<file path="src/rtl/chan_select_dbnc_if.sv">
// chan_select_dbnc_if
// Bundles the channel selector's data/control signals.
//   in_bus    NCH*WIDTH  switch banks, channel k at [k*WIDTH +: WIDTH]
//   pba       1          raw pushbutton (bouncy, asynchronous)
//   mode_auto 1          raw slide switch, 1 = auto-scan
//   res       WIDTH      registered selected channel data
//   sel       SELW       registered active channel index
// master: board/stimulus side, slave: selector side.
interface chan_select_dbnc_if #(
  parameter int WIDTH = 4,
  parameter int NCH   = 2
);
  localparam int SELW = (NCH > 1) ? $clog2(NCH) : 1;

  logic [NCH*WIDTH-1:0] in_bus;
  logic                 pba;
  logic                 mode_auto;
  logic [WIDTH-1:0]     res;
  logic [SELW-1:0]      sel;

  modport master (
    output in_bus, pba, mode_auto,
    input  res, sel
  );

  modport slave (
    input  in_bus, pba, mode_auto,
    output res, sel
  );
endinterface

</file>
<file path="src/rtl/chan_select_dbnc.sv">
// chan_select_dbnc
// N-channel registered input selector. The active channel is stepped by a
// debounced pushbutton, or by an auto-scan timer when mode_auto is set.
// Ports:
//   clk  system clock
//   rst  asynchronous reset, active-high
//   bus  chan_select_dbnc_if.slave (in_bus, pba, mode_auto -> res, sel)
module chan_select_dbnc #(
  parameter int WIDTH       = 4,
  parameter int NCH         = 2,
  parameter int DEB_CYCLES  = 500000,
  parameter int SCAN_CYCLES = 50000000,
  parameter int PBA_ACT_LO  = 1
) (
  input  logic              clk,
  input  logic              rst,
  chan_select_dbnc_if.slave bus
);
  localparam int SELW   = (NCH > 1) ? $clog2(NCH) : 1;
  localparam int DEB_W  = $clog2(DEB_CYCLES);
  localparam int SCAN_W = $clog2(SCAN_CYCLES);
  localparam logic PBA_IDLE = (PBA_ACT_LO != 0);

  logic              pba_m, pba_q;
  logic              mode_m, mode_s;
  logic              stable;
  logic [DEB_W-1:0]  deb_cnt;
  logic [SCAN_W-1:0] scan_cnt;
  logic [SELW-1:0]   sel_q;
  logic [WIDTH-1:0]  res_q;

  logic              pba_s;
  logic              deb_done;
  logic              press;
  logic              scan_wrap;
  logic              mode_chg;
  logic [SELW-1:0]   sel_step;

  // pressed = 1 regardless of the button's electrical polarity
  assign pba_s     = (PBA_ACT_LO != 0) ? ~pba_q : pba_q;
  assign deb_done  = (deb_cnt == DEB_W'(DEB_CYCLES - 1));
  // only the released->pressed acceptance steps the channel
  assign press     = (pba_s != stable) && deb_done && pba_s;
  assign scan_wrap = (scan_cnt == SCAN_W'(SCAN_CYCLES - 1));
  // true on the edge where mode_s itself takes a new value
  assign mode_chg  = (mode_m != mode_s);
  assign sel_step  = (sel_q == SELW'(NCH - 1)) ? '0 : sel_q + SELW'(1);

  always_ff @(posedge clk or posedge rst) begin
    if (rst) begin
      pba_m    <= PBA_IDLE;
      pba_q    <= PBA_IDLE;
      mode_m   <= 1'b0;
      mode_s   <= 1'b0;
      stable   <= 1'b0;
      deb_cnt  <= '0;
      scan_cnt <= '0;
      sel_q    <= '0;
      res_q    <= '0;
    end else begin
      pba_m  <= bus.pba;
      pba_q  <= pba_m;
      mode_m <= bus.mode_auto;
      mode_s <= mode_m;

      if (pba_s != stable) begin
        if (deb_done) begin
          stable  <= pba_s;
          deb_cnt <= '0;
        end else begin
          deb_cnt <= deb_cnt + DEB_W'(1);
        end
      end else begin
        deb_cnt <= '0;
      end

      // a mode transition restarts the scan timer and swallows any step
      if (mode_chg) begin
        scan_cnt <= '0;
      end else if (mode_s) begin
        if (press || scan_wrap) begin
          sel_q    <= sel_step;
          scan_cnt <= '0;
        end else begin
          scan_cnt <= scan_cnt + SCAN_W'(1);
        end
      end else begin
        scan_cnt <= '0;
        if (press) sel_q <= sel_step;
      end

      res_q <= bus.in_bus[int'(sel_q)*WIDTH +: WIDTH];
    end
  end

  assign bus.sel = sel_q;
  assign bus.res = res_q;
endmodule

</file>
<file path="src/flat_wrapper.sv">
// flat-port wrapper written by rule: the top's interface ports become plain ports
module chan_select_dbnc_flat 
#(
  parameter int WIDTH       = 4,
  parameter int NCH         = 2,
  parameter int DEB_CYCLES  = 500000,
  parameter int SCAN_CYCLES = 50000000,
  parameter int PBA_ACT_LO  = 1
)
  (clk, rst, bus_in_bus, bus_pba, bus_mode_auto, bus_res, bus_sel);
  chan_select_dbnc_if #(.WIDTH(WIDTH), .NCH(NCH)) bus_i ();
  input  logic clk;
  input  logic rst;
  input wire logic [$bits(bus_i.in_bus)-1:0] bus_in_bus;
  input wire logic [$bits(bus_i.pba)-1:0] bus_pba;
  input wire logic [$bits(bus_i.mode_auto)-1:0] bus_mode_auto;
  output wire logic [$bits(bus_i.res)-1:0] bus_res;
  output wire logic [$bits(bus_i.sel)-1:0] bus_sel;
  assign bus_i.in_bus = bus_in_bus;
  assign bus_i.pba = bus_pba;
  assign bus_i.mode_auto = bus_mode_auto;
  assign bus_res = bus_i.res;
  assign bus_sel = bus_i.sel;
  chan_select_dbnc #(.WIDTH(WIDTH), .NCH(NCH), .DEB_CYCLES(DEB_CYCLES), .SCAN_CYCLES(SCAN_CYCLES), .PBA_ACT_LO(PBA_ACT_LO)) u_core (.clk(clk), .rst(rst), .bus(bus_i));
endmodule
</file>
<file path="config.mk">
export PLATFORM = sky130hd
export DESIGN_NAME = chan_select_dbnc_flat
export DESIGN_NICKNAME = d
export VERILOG_FILES = /design/src/rtl/chan_select_dbnc_if.sv /design/src/rtl/chan_select_dbnc.sv /design/src/flat_wrapper.sv
export SDC_FILE = /design/constraint.sdc
export NUM_CORES = 1
export LEC_CHECK = 0
export CAP_MARGIN = 25
export CORE_ASPECT_RATIO = 0.7
export CORE_MARGIN = 4
export CORE_UTILIZATION = 63
export DETAILED_ROUTE_END_ITERATION = 7
export MAX_ROUTING_LAYER = met4
export PLACE_DENSITY_LB_ADDON = 0.3
export SKIP_LAST_GASP = 1
export SLEW_MARGIN = 20
export SYNTH_ARGS = -nofsm -noshare
export SYNTH_HDL_FRONTEND = slang
export SYNTH_SLANG_ARGS = --single-unit
</file>
<file path="constraint.sdc">
create_clock -name clk -period 3.4 [get_ports clk]
set_clock_uncertainty 0.1 [all_clocks]
set_input_delay 0.68 -clock clk [delete_from_list [all_inputs] [get_ports clk]]
set_output_delay 0.68 -clock clk [all_outputs]
set_load 0.05 [all_outputs]
</file>
==> flow_summary.ini, run 1 <==
[synth]
synth-edff-count = 0
syn_inst = 268
synth_area_leaders = dfrtp_1 47%, xor2_1 4.9%, xnor2_1 3.4%
synthArstFlopShare_pct = 100
ys_seq_area_share_pct = 48.6
yosysTopAreaCellShare_pct = 46.8
synth_cell_types = 48
netlist_area_um2 = 2840
syn_area_per_cell_um2 = 10.6
synth_area_leader_cell = dfrtp_1
yosysWarnings = 0
syn_nets = 282
ys.flop_type = dfrtp_1
ys_seq_elements = 55

[min_path]
hold_path_startpoint = u_core.pba_m$_DFF_PP1_
holdPathEnd = u_core.pba_q$_DFF_PP1_
hold_depth = 0
hp-class = flip-flop to flip-flop

[timing]
worst_slew_pin_slew_ps = 920
hold_ws_ps = 261
setup_slack_ps = 960
finalCritPeriodShare_pct = 71.8
hold_viol_final = 0
period_needed_ps = 2440
rsz0062_at_grt = no
relSlewSlack_pct = 38.6
fin_tns_setup_ps = 0
fmax_mhz = 410
setup_violations = 0
finalMaxSlewViolations = 0

[detailed_routing]
routed_wl_mm = 5.76
drc = 0
vias_per_cell = 6.39
drtAntennaViolNets = 0
vias = 2159
first_pass_iters = 4
drt_iter0_drc = 134
drt-wirelength-per-cell_um = 17.0

[power]
p_sw_uw = 272
p_leak_uw = 0.00120
p_comb_share_pct = 5.4
irDropWorstVdd_uv = 313
power_density_nw_per_um2 = 380
pwr-share-seq_pct = 56.6
pwr-share-clk_pct = 38.0
internal_power_uw = 913
swShare_pct = 23.0

[clock_tree]
clock-sinks = 55
cts_buffer_depth = 2
ctsResizeCount = 0
tritoncts = yes
cts_setup_buffers = 0
cts.htree.levels = 2
root_buffer = clkbuf_8
insertion_delay_ps = 320
cts_hold_buf = 0
cts_made_buffers = 5
path_clk_slew_ps = 100

[placement]
post-place-ws_ps = 1150
io_buffers = 16
routabilityCongestion = 0.871
dp_hpwl_mm = 3.94

[flow_run]
max_cap_viol_count = 0

[critical_path]
slowest_stage = clkdlybuf4s50_1
max_stage_delay_ps = 850
path_buf_inv = 1
r2r_cells = 6
crit_fanout = 6
crit_type = flip-flop to output pin
worstPathRequired_ps = 2620
r2r_start = u_core.scan_cnt[0]$_DFF_PP0_
critical-path-top-delay-family = buffers and inverters
arrival_ps = 1660
crit_chain = clkdlybuf4s50_1
r2r-end = u_core.scan_cnt[2]$_DFF_PP0_
cp-start-kind = flip-flop
cp-end-kind = output pin
worst-r2r-setup-slack_ps = 1090

[floorplan]
start_util_pct = 65.1
design.core.area_um2 = 4350
boundaryPins = 17
num_rows = 20
die_area_um2 = 5660
dieWidth_um = 88.2
die_h_um = 64.1

[global_routing]
grt_pass1_vias = 2177
grt_pass1_wl_mm = 10.4
grt_max_degree = 46
grt-busiest-layer = met1
grt.overflow.total = 0
use_met3_pct = 5.03
grt_use_met1_pct = 35.7
track_usage_pct = 24.2
met2_usage_pct = 34.0
antenna_found_initial = 0

[final_layout]
drive_above_1_share_pct = 12.0
fin_nets = 296
diodes = 0
finish.utilization_pct = 71.7
syn_to_final_growth_pct = 10.0

[outcome]
status = complete, no violations
layout make-up:
class,count,area (µm²)
Sequential cell,55,1380
Multi-Input combinational cell,196,1350
Fill cell,312,1230
Timing Repair Buffer,20,190
Clock buffer,5,68.8
Tap cell,55,68.8
Clock inverter,3,47.5
Inverter,4,15.0
power groups by stage:
stage               combinational [µW]  clock (µW)  sequential [µW]
finish                            63.6         451              670
global placement                  63.4           0              682
floorplan                         30.2           0              691
detailed placement                64.9           0              683
global route                      70.6         483              672
CTS                               65.2         455              670
per-stage QoR:
step / power, µW / area [µm²] / cells
after floorplan: 721 / 2840 / 268
after global placement: 746 / 3000 / 330
after detailed placement: 748 / 3000 / 330
after CTS: 1190 / 3120 / 338
after global routing: 1230 / 3120 / 338
final: 1180 / 3120 / 338
kinds of logic after synthesis:
| family | after synthesis | synth area share, % |
|---|---|---|
| multiplexers | 4 | 1.59 |
| flip-flops | 55 | 48.6 |
| buffers and inverters | 17 | 3.75 |
| adder cells (fa/ha/maj) | 2 | 0.882 |
| XOR/XNOR | 27 | 8.34 |
| AO/OA/AOI/OAI | 37 | 9.70 |
| AND/OR/NAND/NOR | 126 | 27.1 |
cell usage after synthesis (all sizes together), types with 6 or more instances:
cell     n
a211oi  12
and3     6
buf     12
dfrtp   53
nand2   15
nand3   22
nand4   10
nor2    18
nor3    15
o21ai   10
o31ai    7
or3      9
or4      7
xnor2   11
xor2    16
routing by layer:
| metal | part of all wire [%] | wire, µm |
|---|---|---|
| met1 | 48 | 2740 |
| met2 | 43 | 2480 |
| met3 | 8.3 | 478 |
| met4 | 1.1 | 62 |
| met5 | 0 | 0 |
worst max-delay path by stage:
stage / start / end / slack (ps) / cells past startpoint
4_1_cts: u_core.bus.sel$_DFFE_PP0P_ / bus_sel / 950 / 1
2_1_floorplan: rst / u_core.bus.res[0]$_DFF_PP0_ / 1280 / 1
6_report: u_core.bus.sel$_DFFE_PP0P_ / bus_sel / 960 / 1
3_5_place_dp: u_core.scan_cnt[0]$_DFF_PP0_ / u_core.scan_cnt[2]$_DFF_PP0_ / 1150 / 6
5_1_grt: u_core.bus.sel$_DFFE_PP0P_ / bus_sel / 880 / 1
3_3_place_gp: u_core.scan_cnt[11]$_DFF_PP0_ / u_core.scan_cnt[3]$_DFF_PP0_ / 1210 / 5
state kept, by name (all words and copies together) (netlist names):
signal,cells
u_core.bus.res,4
u_core.bus.sel,1
u_core.deb_cnt,19
u_core.mode_m,1
u_core.mode_s,1
u_core.pba_m,1
u_core.pba_q,1
u_core.scan_cnt,26
u_core.stable,1
placed cells by master, fill, tap and decap left out, types with 2 or more instances in the layout:
master / synthesis / routed
a211oi_1: 11 / 11
a21oi_1: 4 / 4
and2_2: 2 / 2
and3_1: 5 / 5
and4_1: 4 / 4
buf_4: 1 / 4
clkbuf_8: 0 / 5
clkdlybuf4s50_1: 0 / 16
dfrtp_1: 53 / 53
dfstp_2: 2 / 2
ha_1: 2 / 2
inv_1: 4 / 3
mux2_2: 4 / 4
nand2_1: 15 / 15
nand3_1: 19 / 19
nand3_2: 2 / 2
nand4_1: 9 / 9
nor2_1: 18 / 18
nor3_1: 15 / 15
nor4_1: 4 / 4
nor4b_1: 2 / 2
nor4bb_1: 2 / 2
o21ai_0: 9 / 9
o31ai_1: 7 / 7
or3_1: 8 / 8
or4_1: 7 / 7
or4b_2: 2 / 2
xnor2_1: 11 / 11
xor2_1: 16 / 16
(Power assumes the default switching activity.)
==> run 2, diff against run 1 <==
--- a/config.mk
+++ b/config.mk
@@ -8,7 +8,7 @@
 export CAP_MARGIN = 25
 export CORE_ASPECT_RATIO = 0.7
 export CORE_MARGIN = 4
-export CORE_UTILIZATION = 63
+export CORE_UTILIZATION = 53
 export DETAILED_ROUTE_END_ITERATION = 7
 export MAX_ROUTING_LAYER = met4
 export PLACE_DENSITY_LB_ADDON = 0.3
==> constraint.sdc (replaced) <==
create_clock -name clk -period 2.07 [get_ports clk]
set_clock_uncertainty 0.1 [all_clocks]
set_input_delay 0.414 -clock clk [delete_from_list [all_inputs] [get_ports clk]]
set_output_delay 0.414 -clock clk [all_outputs]
set_load 0.05 [all_outputs]
==> run 2 against run 1 <==
  * Routed wire length down 0.36%
  * Via count up 1.4%
  * Die area increased by 17%
  * First-iteration DRC count is 78% higher
  * Combinational power up 79%
  * Global-route usage decreased by 4.2 points
  * Final cell count increased by 10%
  * Flip-flop and latch count stayed put
  * Largest power group unchanged
==> flow_summary.ini, run 2 (synthesized netlist as in run 1, its figures left out) <==
[floorplan]
num_rows = 21
dieWidth_um = 95.4
start_util_pct = 57.1
die_h_um = 69.2
die_area_um2 = 6600
boundaryPins = 17
design.core.area_um2 = 4970

[placement]
post-place-ws_ps = 83.3
dp_hpwl_mm = 4.00
io_buffers = 16
routabilityCongestion = 0.883

[timing]
worst_slew_pin_slew_ps = 515
finalMaxSlewViolations = 0
hold_viol_final = 0
relSlewSlack_pct = 65.2
setup_violations = 0
period_needed_ps = 2000
setup_slack_ps = 68.2
finalCritPeriodShare_pct = 96.7
fmax_mhz = 500
hold_ws_ps = 228

[clock_tree]
cts_buffer_depth = 2
tritoncts = yes
cts_made_buffers = 5
path_clk_slew_ps = 100
cts.htree.levels = 2
root_buffer = clkbuf_8
cts_hold_buf = 0
insertion_delay_ps = 310
clock-sinks = 55

[detailed_routing]
drc = 0
routed_wl_mm = 5.74
drtAntennaViolNets = 0
vias_per_cell = 5.87
vias = 2189
drt-wirelength-per-cell_um = 15.4
drt_iter0_drc = 239
first_pass_iters = 4

[power]
p_leak_uw = 0.00132
power_density_nw_per_um2 = 586
power_uw = 1960
swShare_pct = 21.8
pwr-share-seq_pct = 56.2
pwr-share-clk_pct = 38.0
p_sw_uw = 427
irDropWorstVdd_uv = 354
internal_power_uw = 1530
p_comb_share_pct = 5.8

[global_routing]
grt_max_degree = 48
grt_pass1_vias = 2052
track_usage_pct = 20.0
grt.overflow.total = 0
antenna_found_initial = 0
grt_pass1_wl_mm = 10.1

[final_layout]
final_common_cell = dfrtp_1
drive_above_1_share_pct = 19.7
multi_input_area_um2 = 1360
regMostFlops = u_core.scan_cnt
final_cell_mix = 53 x dfrtp_1, 23 x buf_4, 19 x nand3_1
final.fill_count = 377
largest_register_ffs = 26
fin_nets = 317
diodes = 0
syn_to_final_growth_pct = 17.9
regArea_um2 = 1380

[outcome]
status = complete, no violations

[min_path]
hp-class = primary input to asynchronous set/reset pin

[critical_path]
arrival_ps = 2120
crit_fanout = 9
cp-start-kind = flip-flop
worstPathRequired_ps = 2190
crit_type = flip-flop to flip-flop
cp-end-kind = flip-flop

[flow_run]
max_cap_viol_count = 0
run 2: cell type report:
cell class	count	share of cell area [%]
Clock inverter	2	1.05
Timing Repair Buffer	41	11.5
Clock buffer	6	2.47
Inverter	4	0.449
Tap cell	69	2.58
Sequential cell	55	41.2
Multi-Input combinational cell	196	40.8
run 2: worst paths after layout:
| check | start | endpoint | slack, ps | cells after the start |
|---|---|---|---|---|
| max in group asynchronous | rst | u_core.pba_m$_DFF_PP1_ | 1070 | 3 |
| min in group clk | u_core.pba_m$_DFF_PP1_ | u_core.pba_q$_DFF_PP1_ | 260 | 0 |
| max | u_core.scan_cnt[0]$_DFF_PP0_ | u_core.scan_cnt[24]$_DFF_PP0_ | 70 | 5 |
| min reg2reg | u_core.pba_m$_DFF_PP1_ | u_core.pba_q$_DFF_PP1_ | 260 | 0 |
| max reg2reg | u_core.scan_cnt[0]$_DFF_PP0_ | u_core.scan_cnt[24]$_DFF_PP0_ | 70 | 5 |
| min | rst | u_core.scan_cnt[19]$_DFF_PP0_ | 230 | 2 |
run 2: repair_timing:
item                                    in CTS  in global routing
endpoints found under the setup margin       1                  7
resized for setup                            1                  3
buffers inserted                             0                  1
pin swaps                                    0                  0
run 2: through the flow:
step	setup TNS [ps]	cells	utilization [%]	cell area (µm²)
2_1_floorplan	0	268	-	2840
3_3_place_gp	0	364	64.6	3210
3_5_place_dp	0	364	64.6	3210
4_1_cts	0	372	67.0	3330
6_report	0	373	67.3	3340
5_1_grt	-25.7	373	67.3	3340
run 2: power by group through the flow:
stage | Combinational, µW | Clock, µW | Sequential [µW]
floorplan | 49.6 | 0 | 1130
global placement | 112 | 0 | 1120
detailed placement | 114 | 0 | 1120
CTS | 115 | 761 | 1100
global route | 125 | 809 | 1100
finish | 114 | 743 | 1100
run 2: routing by layer:
layer	global-route usage [%]	part of all wire, %
met1	32.4	51
met2	24.4	40
met3	4.34	7.6
met4	5.84	1.4
met5	-	0
run 2: worst max-delay path, stage by stage (launching register included):
cell      delay, ps
dfrtp_1         410
ha_1            200
and3_2          250
nand3_4         140
or4_1           510
a221oi_2        290
